<file path="src/rtl/dclk_tick_counter.sv">
// rtl/dclk_tick_counter.sv - Dclk rising-edge tick counter, two-digit BCD with start/stop/clear control
module dclk_tick_counter #(
    parameter int unsigned MAX_TENS = 5,
    parameter int unsigned MAX_ONES = 9,
    parameter bit          WRAP     = 1'b1
) (
    input  logic       clk,
    input  logic       rst_n,
    input  logic       Dclk,
    input  logic       START,
    input  logic       STOP,
    input  logic       CLEAR,
    output logic [3:0] ONES,
    output logic [3:0] TENS,
    output logic       RUNNING,
    output logic       END
);
    typedef enum logic [1:0] {IDLE, RUN, PAUSED, DONE} state_t;

    localparam logic [3:0] TERM_TENS = 4'(MAX_TENS);
    localparam logic [3:0] TERM_ONES = 4'(MAX_ONES);

    state_t     state_q, state_d;
    logic [3:0] ones_q, ones_d;
    logic [3:0] tens_q, tens_d;
    logic       end_q, end_d;
    logic       dclk_q;
    logic       tick;
    logic       at_term;

    assign tick    = Dclk & ~dclk_q;
    // Anything at or above terminal (including unreachable values) takes the terminal path.
    assign at_term = (tens_q > TERM_TENS) || ((tens_q == TERM_TENS) && (ones_q >= TERM_ONES));

    always_ff @(posedge clk or negedge rst_n) begin
        if (!rst_n) begin
            state_q <= IDLE;
            ones_q  <= 4'd0;
            tens_q  <= 4'd0;
            end_q   <= 1'b0;
            dclk_q  <= 1'b0;
        end else begin
            state_q <= state_d;
            ones_q  <= ones_d;
            tens_q  <= tens_d;
            end_q   <= end_d;
            dclk_q  <= Dclk;
        end
    end

    always_comb begin
        state_d = state_q;
        ones_d  = ones_q;
        tens_d  = tens_q;
        end_d   = 1'b0;
        if (CLEAR) begin
            state_d = IDLE;
            ones_d  = 4'd0;
            tens_d  = 4'd0;
        end else begin
            unique case (state_q)
                IDLE: begin
                    if (START && !STOP) state_d = RUN;
                end
                RUN: begin
                    if (STOP) begin
                        state_d = PAUSED;
                    end else if (tick) begin
                        if (at_term) begin
                            end_d = 1'b1;
                            if (WRAP) begin
                                ones_d = 4'd0;
                                tens_d = 4'd0;
                            end else begin
                                ones_d  = TERM_ONES;
                                tens_d  = TERM_TENS;
                                state_d = DONE;
                            end
                        end else if (ones_q >= 4'd9) begin
                            ones_d = 4'd0;
                            tens_d = tens_q + 4'd1;
                        end else begin
                            ones_d = ones_q + 4'd1;
                        end
                    end
                end
                PAUSED: begin
                    if (START && !STOP) state_d = RUN;
                end
                DONE: begin
                    state_d = DONE;
                end
                default: state_d = IDLE;
            endcase
        end
    end

    assign ONES    = ones_q;
    assign TENS    = tens_q;
    assign RUNNING = (state_q == RUN);
    assign END     = end_q;
endmodule

</file>
<file path="config.mk">
export PLATFORM = sky130hd
export DESIGN_NAME = dclk_tick_counter
export DESIGN_NICKNAME = d
export VERILOG_FILES = /design/src/rtl/dclk_tick_counter.sv
export SDC_FILE = /design/constraint.sdc
export NUM_CORES = 1
export LEC_CHECK = 0
export ABC_AREA = 1
export CELL_PAD_IN_SITES_DETAIL_PLACEMENT = 0
export CELL_PAD_IN_SITES_GLOBAL_PLACEMENT = 1
export CORE_ASPECT_RATIO = 0.7
export CORE_MARGIN = 2
export CORE_UTILIZATION = 38
export DETAILED_ROUTE_END_ITERATION = 8
export PLACE_DENSITY_LB_ADDON = 0.1
export SLEW_MARGIN = 10
export SYNTH_ARGS = -nofsm -noshare
export SYNTH_HDL_FRONTEND = slang
export SYNTH_SLANG_ARGS = --single-unit
</file>
<file path="constraint.sdc">
create_clock -name clk -period 2.45 [get_ports clk]
set_clock_uncertainty 0.15 [all_clocks]
set_input_delay 0.49 -clock clk [delete_from_list [all_inputs] [get_ports clk]]
set_output_delay 0.49 -clock clk [all_outputs]
set_load 0.01 [all_outputs]
</file>
---- Word-level counts from Yosys, hierarchy flattened ----
Index checks and enable logic that the tools add are counted.
word-level totals
  bits of input ports ..................... 6
  flip-flop bits (word level) ............. 12
  output and inout port bits .............. 10
  logic and storage cells ................. 51
cells by class
  bitwise logic cells ..................... 2
  reductions and logical operators ........ 12
  equal/unequal tests ..................... 7
  $lt $le $gt $ge ......................... 2
  mux-type cells .......................... 21
  $add $sub $neg .......................... 2
operators by type and width
  kind                                                            number
  two-way mux 4 bit                                               12
  adder 4 x 1 -> 4 bit (second input constant)                    2
  two-way mux 2 bit                                               3
  case mux 2 bit (3 select lines)                                 1
  two-way mux 1 bit                                               5
  equality test 2 bit (second input constant)                     2
  equality test 4 x 3 -> 1 bit (second input constant)            1
  greater-or-equal comparator 4 bit (second input constant)       1
  greater-than comparator 4 x 3 -> 1 bit (second input constant)  1
  AND reduction 4 bit                                             1
  nonzero test 2 bit                                              2
  != test 3 x 1 -> 1 bit (second input constant)                  1
  != test 3 bit (second input constant)                           1
  AND reduction 3 bit                                             1
  nonzero test 3 bit                                              1
  equality test 2 x 1 -> 1 bit (second input constant)            1
  logical AND 1 bit                                               2
  logical NOT 2 bit                                               1
  != test 2 x 1 -> 1 bit (second input constant)                  1
  AND reduction 2 bit                                             1
  OR reduction 2 bit                                              1
  bitwise AND 1 bit                                               1
  logical NOT 1 bit                                               1
  logical OR 1 bit                                                1
  inverter 1 bit                                                  1

---- Longest topological paths before layout ----
Gate-level depths: netlist (run 1).
  word-level depth ........................ 8
  gate-level depth with buffers ........... 10
  gate-level depth less buffers ........... 10

---- Least setup slack after synthesis (run 1) ----
Ideal clock, no wire load.
  path kind ............................... reg2reg
  start point ............................. register tens_q[0] (netlist: TENS[0])
  end point ............................... register tens_q[0] (netlist: TENS[0])
  setup time .............................. 122 ps
  arrival ................................. 1245 ps
  period minus slack after synthesis ...... 1517 ps
  stages on the path, launching flop included .. 9
  slack ................................... 933 ps
  data required time ...................... 2178 ps
  buffers on the path ..................... 0
  cell sequence ........................... dfrtp_1 inv_1 ha_1 o21ai_2 nand2_2 nand3_4 nand2_4 nand2_1 o21ai_1
on the way
  cells in the longest elaborated chain, start to end .. 8
  elaborated cells between the ends (all ways) .. 13
  those cells by class .................... add/sub: 1; order compare: 1; eq/ne: 1; mux: 6; reduce/logical: 4
RTL lines
  what                                                                          RTL line  text
  from (decl)                                                                   25        logic [3:0] tens_q, tens_d;
  from (signal assigned)                                                        45        tens_q <= tens_d;
  parallel branches: the longest is 8 deep, another holds adder 4 x 1 -> 4 bit  -
Parallel ways; which one is timed is not known. The select of a mux whose other input is x is not followed.
A chain may end at the register's enable or synchronous reset.

---- Worst setup path after layout (run 1) ----
  start point ............................. register state_q[0]
  end point ............................... output port RUNNING
on the way
  cells in the longest elaborated chain, start to end .. 1
RTL lines
  what                          RTL line  text
  from (decl)                   23        state_t state_q, state_d;
  from (signal assigned)        43        state_q <= state_d;
  equality test 2 x 1 -> 1 bit  100       assign RUNNING = (state_q == RUN);
  to (decl)                     15        output logic RUNNING,
No other way between the ends.

==> results_tabular.tex, run 1 <==
\begin{tabular}{lr}
\hline
Metric & Value \\
\hline
\multicolumn{2}{l}{\textbf{Status}} \\
Outcome & completed \\
\multicolumn{2}{l}{\textbf{Global routing}} \\
Global-route wire length before repair & 2620 µm \\
Number of antenna violations at the first check in global routing & 0 \\
Largest net degree at the start of global routing & 13 \\
Overall global routing resource usage & 15.3\% \\
GRT overflow & 0 \\
Vias in the first global route & 579 \\
\multicolumn{2}{l}{\textbf{Pwr}} \\
Static power due to leakage & 0.453 nW \\
Power per standard cell area & 635 nW/µm² \\
Post-layout total power & 0.608 mW \\
Max rail drop VDD & 390 µV \\
\multicolumn{2}{l}{\textbf{Cells and area}} \\
Design Area, Final & 957 µm² \\
Antenna Cells & 0 \\
Fillcell total & 189 \\
Proportion of layout cells with a drive suffix above 1 & 13.6\% \\
Synth-to-layout area growth & 27.5\% \\
Final \#Nets & 123 \\
\multicolumn{2}{l}{\textbf{Worst hold path}} \\
Hold-critical path depth & 3 \\
Endpoint, Worst Hold & END \\
Min-Delay Startpoint & dclk\_q \\
Worst hold-check path type & reg -> reg \\
\multicolumn{2}{l}{\textbf{Synth}} \\
Flip-flop and latch count after synthesis & 12 \\
Netlist area before placement & 751 µm² \\
Ys flop type & dfrtp\_1 \\
Number of distinct library cell variants in the gate-level netlist after synthesis & 24 \\
Largest family of logic cells by synthesized area & simple AND/OR/NAND/NOR gates \\
Share of async-settable or async-resettable flops after synthesis & 100\% \\
Mapped Nets & 104 \\
Adder-cell share of the synthesized area & 10.0\% \\
Number of enable-type register cells in the synthesized netlist & 0 \\
Simple logic cell fraction of the synthesized area & 32.2\% \\
Average size of a mapped cell & 8.16 µm² \\
Gate Count Post-Synth & 92 \\
Fraction of synthesized area in multiplexers & 0\% \\
Count of warnings emitted by yosys & 0 \\
Sequential fraction of the synthesis area & 40.0\% \\
Share of the synthesized area in compound gates (AO/OA/AOI/OAI) & 7.67\% \\
Share of the synthesized netlist area taken by xor and xnor gates & 1.17\% \\
\multicolumn{2}{l}{\textbf{Timing}} \\
Number of setup violations in the final report & 0 \\
Post-layout worst setup margin & 0.403 ns \\
Fmax achieved & 489 MHz \\
Final Critical Period & 2.05 ns \\
Endpoints failing hold & 0 \\
Worst relative slew slack & 63.3\% \\
Final setup TNS & 0 ns \\
Final max-slew violation count & 0 \\
Final worst-path cycle share & 83.5\% \\
Worst-margin pin slew & 0.548 ns \\
Unrepaired setup endpoints after global routing & false \\
\multicolumn{2}{l}{\textbf{Floorplan}} \\
Overall die height & 41.2 µm \\
I/O pin total & 16 \\
Initial Utilization & 40.5\% \\
Total die area & 2350 µm² \\
Cell Rows & 13 \\
Width of the die & 57.1 µm \\
Placeable core region & 1850 µm² \\
\multicolumn{2}{l}{\textbf{Critical path}} \\
Slowest cell on crit path & clkdlybuf4s50\_1 \\
Endpoint arrival time on the critical path & 1.41 ns \\
Crit Path Category & reg -> out \\
Worst reg2reg path endpoint & TENS[2] \\
Critical Path Start Type & flip-flop \\
Startpoint of the most critical register-to-register path & TENS[0] \\
Kind of end point of the critical path & primary output \\
Internal reg-to-reg setup slack & 0.83 ns \\
Endpoint required time on the critical path & 1.81 ns \\
Maximum net fanout on the critical path & 4 \\
Critical Path, Cell by Cell & inv\_2, nor2\_2, clkdlybuf4s50\_1 \\
Count of cells along the worst register-to-register path & 8 \\
Crit-path max cell delay & 0.55 ns \\
\multicolumn{2}{l}{\textbf{Clock tree}} \\
Number of buffers added to fix hold violations after cts & 0 \\
Clock root buffer master & clkbuf\_4 \\
Clock input transition at the sequential cells of the worst setup and hold paths & 0.08 ns \\
Maximum clock insertion buffer count & 2 \\
Resized cells post-CTS & 0 \\
CTS sink cnt & 12 \\
CTS tree & done \\
H-tree depth & 1 \\
Clock Latency Late Sink & 0.27 ns \\
Count of buffers added by post-CTS timing repair for setup & 0 \\
CTS buffer count & 3 \\
\multicolumn{2}{l}{\textbf{Drt}} \\
Total via count in the routed design & 637 \\
Mean routed wirelength per cell & 11.4 µm \\
Detailed Route Iter0 Violations & 28 \\
Detailed Route WL & 1510 µm \\
Remaining antenna violation count after routing & 0 \\
Average via count per standard cell & 4.83 \\
DR pass1 iterations & 4 \\
Remaining design rule violation count & 0 \\
\multicolumn{2}{l}{\textbf{Placed design}} \\
Post-place setup slack & 0.536 ns \\
Routability cong. & 0.773 \\
Area post-placement & 921 µm² \\
Number of buffers added on ports & 15 \\
Final HPWL DP & 1190 µm \\
\multicolumn{2}{l}{\textbf{Flow run}} \\
Max-cap violations & 0 \\
\hline
\end{tabular}
==> through the flow <==
| step | std cells | util (%) | hold WS, ns |
|---|---|---|---|
| after floorplan | 92 | - | 0.0444 |
| final | 132 | 51.6 | 0.360 |
| after global placement | 128 | 49.7 | 0.351 |
| after detailed placement | 128 | 49.7 | 0.356 |
| after global routing | 132 | 51.6 | 0.396 |
| after CTS | 132 | 51.6 | 0.367 |
==> cell families after synthesis <==
group,count (synthesis)
and+or+nand+nor,48
AOI/OAI and AO/OA,10
xor gates and xnor gates,1
DFF,12
buffers and inverters,15
adders and majority gates,6
==> how the worst max path moves through the flow <==
stage / startpoint / end
global placement: Dclk / TENS[0]
global route: state_q[0] / RUNNING
CTS: state_q[0] / RUNNING
floorplan: TENS[0] / TENS[0]
finish: state_q[0] / RUNNING
detailed placement: Dclk / TENS[2]
==> sequential cells by signal, indices dropped and copies added, names as in the netlist <==
register  cells
END           1
ONES          4
state_q       2
TENS          4
dclk_q        1
==> report_power, final <==
part           switching (mW)  internal, mW
clock                  0.0650        0.0903
combinational           0.100        0.0924
sequential             0.0369         0.223
==> routing by layer <==
layer	part of all wire [%]	wire length [µm]	vias up	track usage (%)
li1	-	-	334	-
met1	54	816	290	21.0
met2	41	618	11	23.3
met3	4.5	68	2	5.68
met4	0.40	6	0	3.49
met5	0	0	-	0
==> layout by cell type, fill, tap and decap left out, drive strengths merged <==
cell type,n
o22ai,1
clkdlybuf4s50,15
nand3,9
a211oi,1
inv,14
xor2,1
o21ai,7
clkbuf,4
a21oi,1
nor2,7
nand2,26
ha,6
nand4,4
nor3,2
dfrtp,12
==> cells in the mapped netlist, types with 2 or more instances <==
| library cell | count | area, µm² |
|---|---|---|
| inv_2 | 2 | 7.51 |
| inv_1 | 10 | 37.5 |
| o21ai_0 | 2 | 10.0 |
| nand3_1 | 7 | 35.0 |
| nor2_1 | 6 | 22.5 |
| nor3_1 | 2 | 10.0 |
| nand2_1 | 23 | 86.3 |
| dfrtp_1 | 12 | 300 |
| ha_1 | 6 | 75.1 |
| o21ai_1 | 4 | 20.0 |
| nand4_1 | 4 | 25.0 |
| nand2_4 | 2 | 22.5 |
==> critical path: cells and delay by family (launching register included) <==
| kind | cells | cell delay (ns) |
|---|---|---|
| buffers and inverters | 2 | 0.60 |
| flip-flops | 1 | 0.41 |
| AND/OR/NAND/NOR | 1 | 0.12 |
==> area by class of cell <==
type                            instances  area [µm²]  share of cell area, %
Timing Repair Buffer                   15         150                   15.7
Clock buffer                            4        36.3                   3.79
Sequential cell                        12         300                   31.4
Multi-Input combinational cell         65         383                   40.0
Inverter                               14        60.1                   6.27
Tap cell                               22        27.5                   2.88
(Power assumes the default switching activity.)
==> run 2, diff against run 1 <==
--- a/config.mk
+++ b/config.mk
@@ -10,7 +10,7 @@
 export CELL_PAD_IN_SITES_GLOBAL_PLACEMENT = 1
 export CORE_ASPECT_RATIO = 0.7
 export CORE_MARGIN = 2
-export CORE_UTILIZATION = 38
+export CORE_UTILIZATION = 35
 export DETAILED_ROUTE_END_ITERATION = 8
 export PLACE_DENSITY_LB_ADDON = 0.1
 export SLEW_MARGIN = 10
==> constraint.sdc (replaced) <==
create_clock -name clk -period 2.03 [get_ports clk]
set_clock_uncertainty 0.15 [all_clocks]
set_input_delay 0.406 -clock clk [delete_from_list [all_inputs] [get_ports clk]]
set_output_delay 0.406 -clock clk [all_outputs]
set_load 0.01 [all_outputs]
==> results_tabular.tex, run 2 (synthesis gave the netlist of run 1 again) <==
\begin{tabular}{lr}
\hline
Metric & Value \\
\hline
\multicolumn{2}{l}{\textbf{Status}} \\
Outcome & completed \\
\multicolumn{2}{l}{\textbf{Flow run}} \\
Max-cap violations & 0 \\
\multicolumn{2}{l}{\textbf{Timing}} \\
Fmax achieved & 519 MHz \\
Final worst-path cycle share & 94.9\% \\
Worst relative slew slack & 62.1\% \\
Worst-margin pin slew & 0.567 ns \\
Final max-slew violation count & 0 \\
Endpoints failing hold & 0 \\
Number of setup violations in the final report & 0 \\
Final Critical Period & 1.93 ns \\
Unrepaired setup endpoints after global routing & false \\
Final setup TNS & 0 ns \\
\multicolumn{2}{l}{\textbf{Cells and area}} \\
Proportion of layout cells with a drive suffix above 1 & 13.6\% \\
Top library cells by usage in the layout, fill and taps aside & nand2\_1 (23), clkdlybuf4s50\_1 (14), dfrtp\_1 (12) \\
Utilization after layout & 49.6\% \\
Design Area, Final & 960 µm² \\
Synth-to-layout area growth & 27.8\% \\
Final \#Nets & 123 \\
Antenna Cells & 0 \\
Most common cell after layout, fill and taps aside & nand2\_1 \\
Number of cells in the finished layout apart from fillers & 132 \\
\multicolumn{2}{l}{\textbf{Global routing}} \\
Global-route wire length before repair & 2780 µm \\
Vias in the first global route & 586 \\
Number of antenna violations at the first check in global routing & 0 \\
Largest net degree at the start of global routing & 13 \\
Overall global routing resource usage & 14.7\% \\
GRT overflow & 0 \\
\multicolumn{2}{l}{\textbf{Pwr}} \\
Switching component of the power & 0.247 mW \\
Switching part of the total power & 33.6\% \\
Post-layout total power & 0.736 mW \\
Combinational Power Share & 31.3\% \\
Power per standard cell area & 767 nW/µm² \\
Static power due to leakage & 0.466 nW \\
Sequential group share of total power & 42.7\% \\
Clk pwr share & 26.0\% \\
Max rail drop VDD & 434 µV \\
Internal power & 0.489 mW \\
\multicolumn{2}{l}{\textbf{Drt}} \\
Detailed Route WL & 1570 µm \\
Total via count in the routed design & 645 \\
DR pass1 iterations & 4 \\
Mean routed wirelength per cell & 11.9 µm \\
Detailed Route Iter0 Violations & 12 \\
Average via count per standard cell & 4.89 \\
Remaining design rule violation count & 0 \\
Remaining antenna violation count after routing & 0 \\
\multicolumn{2}{l}{\textbf{Clock tree}} \\
Count of buffers added by post-CTS timing repair for setup & 0 \\
Clock Latency Late Sink & 0.27 ns \\
CTS buffer count & 3 \\
Clock input transition at the sequential cells of the worst setup and hold paths & 0.08 ns \\
Maximum clock insertion buffer count & 2 \\
CTS tree & done \\
CTS sink cnt & 12 \\
Clock root buffer master & clkbuf\_4 \\
H-tree depth & 1 \\
\multicolumn{2}{l}{\textbf{Floorplan}} \\
Initial Utilization & 38.8\% \\
Overall die height & 42.8 µm \\
Width of the die & 59.4 µm \\
I/O pin total & 16 \\
Total die area & 2540 µm² \\
Cell Rows & 13 \\
Placeable core region & 1940 µm² \\
\multicolumn{2}{l}{\textbf{Placed design}} \\
Routability cong. & 0.759 \\
DP Cell Count & 128 \\
Number of buffers added on ports & 15 \\
Final HPWL DP & 1180 µm \\
Area post-placement & 921 µm² \\
\multicolumn{2}{l}{\textbf{Critical path}} \\
Crit Path Category & reg -> out \\
Maximum net fanout on the critical path & 8 \\
Endpoint required time on the critical path & 1.47 ns \\
Crit-path max cell delay & 0.59 ns \\
Cell depth of the worst setup path & 1 \\
Slowest cell on crit path & clkdlybuf4s50\_1 \\
Kind of end point of the critical path & primary output \\
Endpoint arrival time on the critical path & 1.37 ns \\
Critical Path Start Type & flip-flop \\
Critical Path, Cell by Cell & clkdlybuf4s50\_1 \\
Count of cells along the worst register-to-register path & 8 \\
Buf/Inv on CP & 1 \\
Gate family responsible for the most delay along the worst path & buffers and inverters \\
\multicolumn{2}{l}{\textbf{Worst hold path}} \\
Worst hold-check path type & in -> async \\
\hline
\end{tabular}
[run 2: cell types whose count changed in the layout (fill, tap and decap cells not counted), sizes merged]
| cell | previous run | this run |
|---|---|---|
| clkdlybuf4s50 | 15 | 14 |
| dlymetal6s2s | 0 | 1 |
[run 2: final timing paths]
path,endpoint,slack (ns),start
min,state_q[1],0.34,rst_n
max in group asynchronous,TENS[1],1.01,rst_n
min reg2reg,END,0.39,dclk_q
min in group clk,END,0.39,dclk_q
max,TENS[2],0.10,TENS[2]
max reg2reg,TENS[2],0.41,TENS[0]
[run 2: final cells by class]
| class | instances | area, µm² |
|---|---|---|
| repair buffers | 15 | 153 |
| multi-input cells | 65 | 383 |
| fillers | 186 | 976 |
| well taps | 22 | 27.5 |
| clock buffers | 4 | 36.3 |
| inverters | 14 | 60.1 |
| flip-flops and latches | 12 | 300 |
[run 2: routing by layer]
layer / share of wire [%] / global-route usage (%) / vias to the layer above / wire, µm
met4: 0 / 2.73 / 0 / 0
li1: - / - / 337 / -
met5: 0 / 0 / - / 0
met1: 55 / 21.7 / 297 / 858
met2: 42 / 19.8 / 11 / 654
met3: 3.6 / 6.40 / 0 / 56
[run 2: per-stage QoR]
stage,hold WS [ns],setup WS (ns)
final,0.343,0.104
after global placement,0.351,0.242
after CTS,0.356,0.0497
after detailed placement,0.364,0.198
after floorplan,-0.0396,0.513
after global routing,0.379,0.0460
[run 2: power by group through the flow]
stage	logic (mW)	clock network, mW	registers, mW
after floorplan	0.132	0	0.318
after global placement	0.234	0	0.319
after detailed placement	0.232	0	0.319
after CTS	0.233	0.197	0.314
after global routing	0.267	0.212	0.320
final	0.231	0.191	0.314
[run 2: repair_timing]
action / CTS / global route
hold buffers: 0 / 0
setup endpoints to repair: 0 / 1
resized for setup: 0 / 1
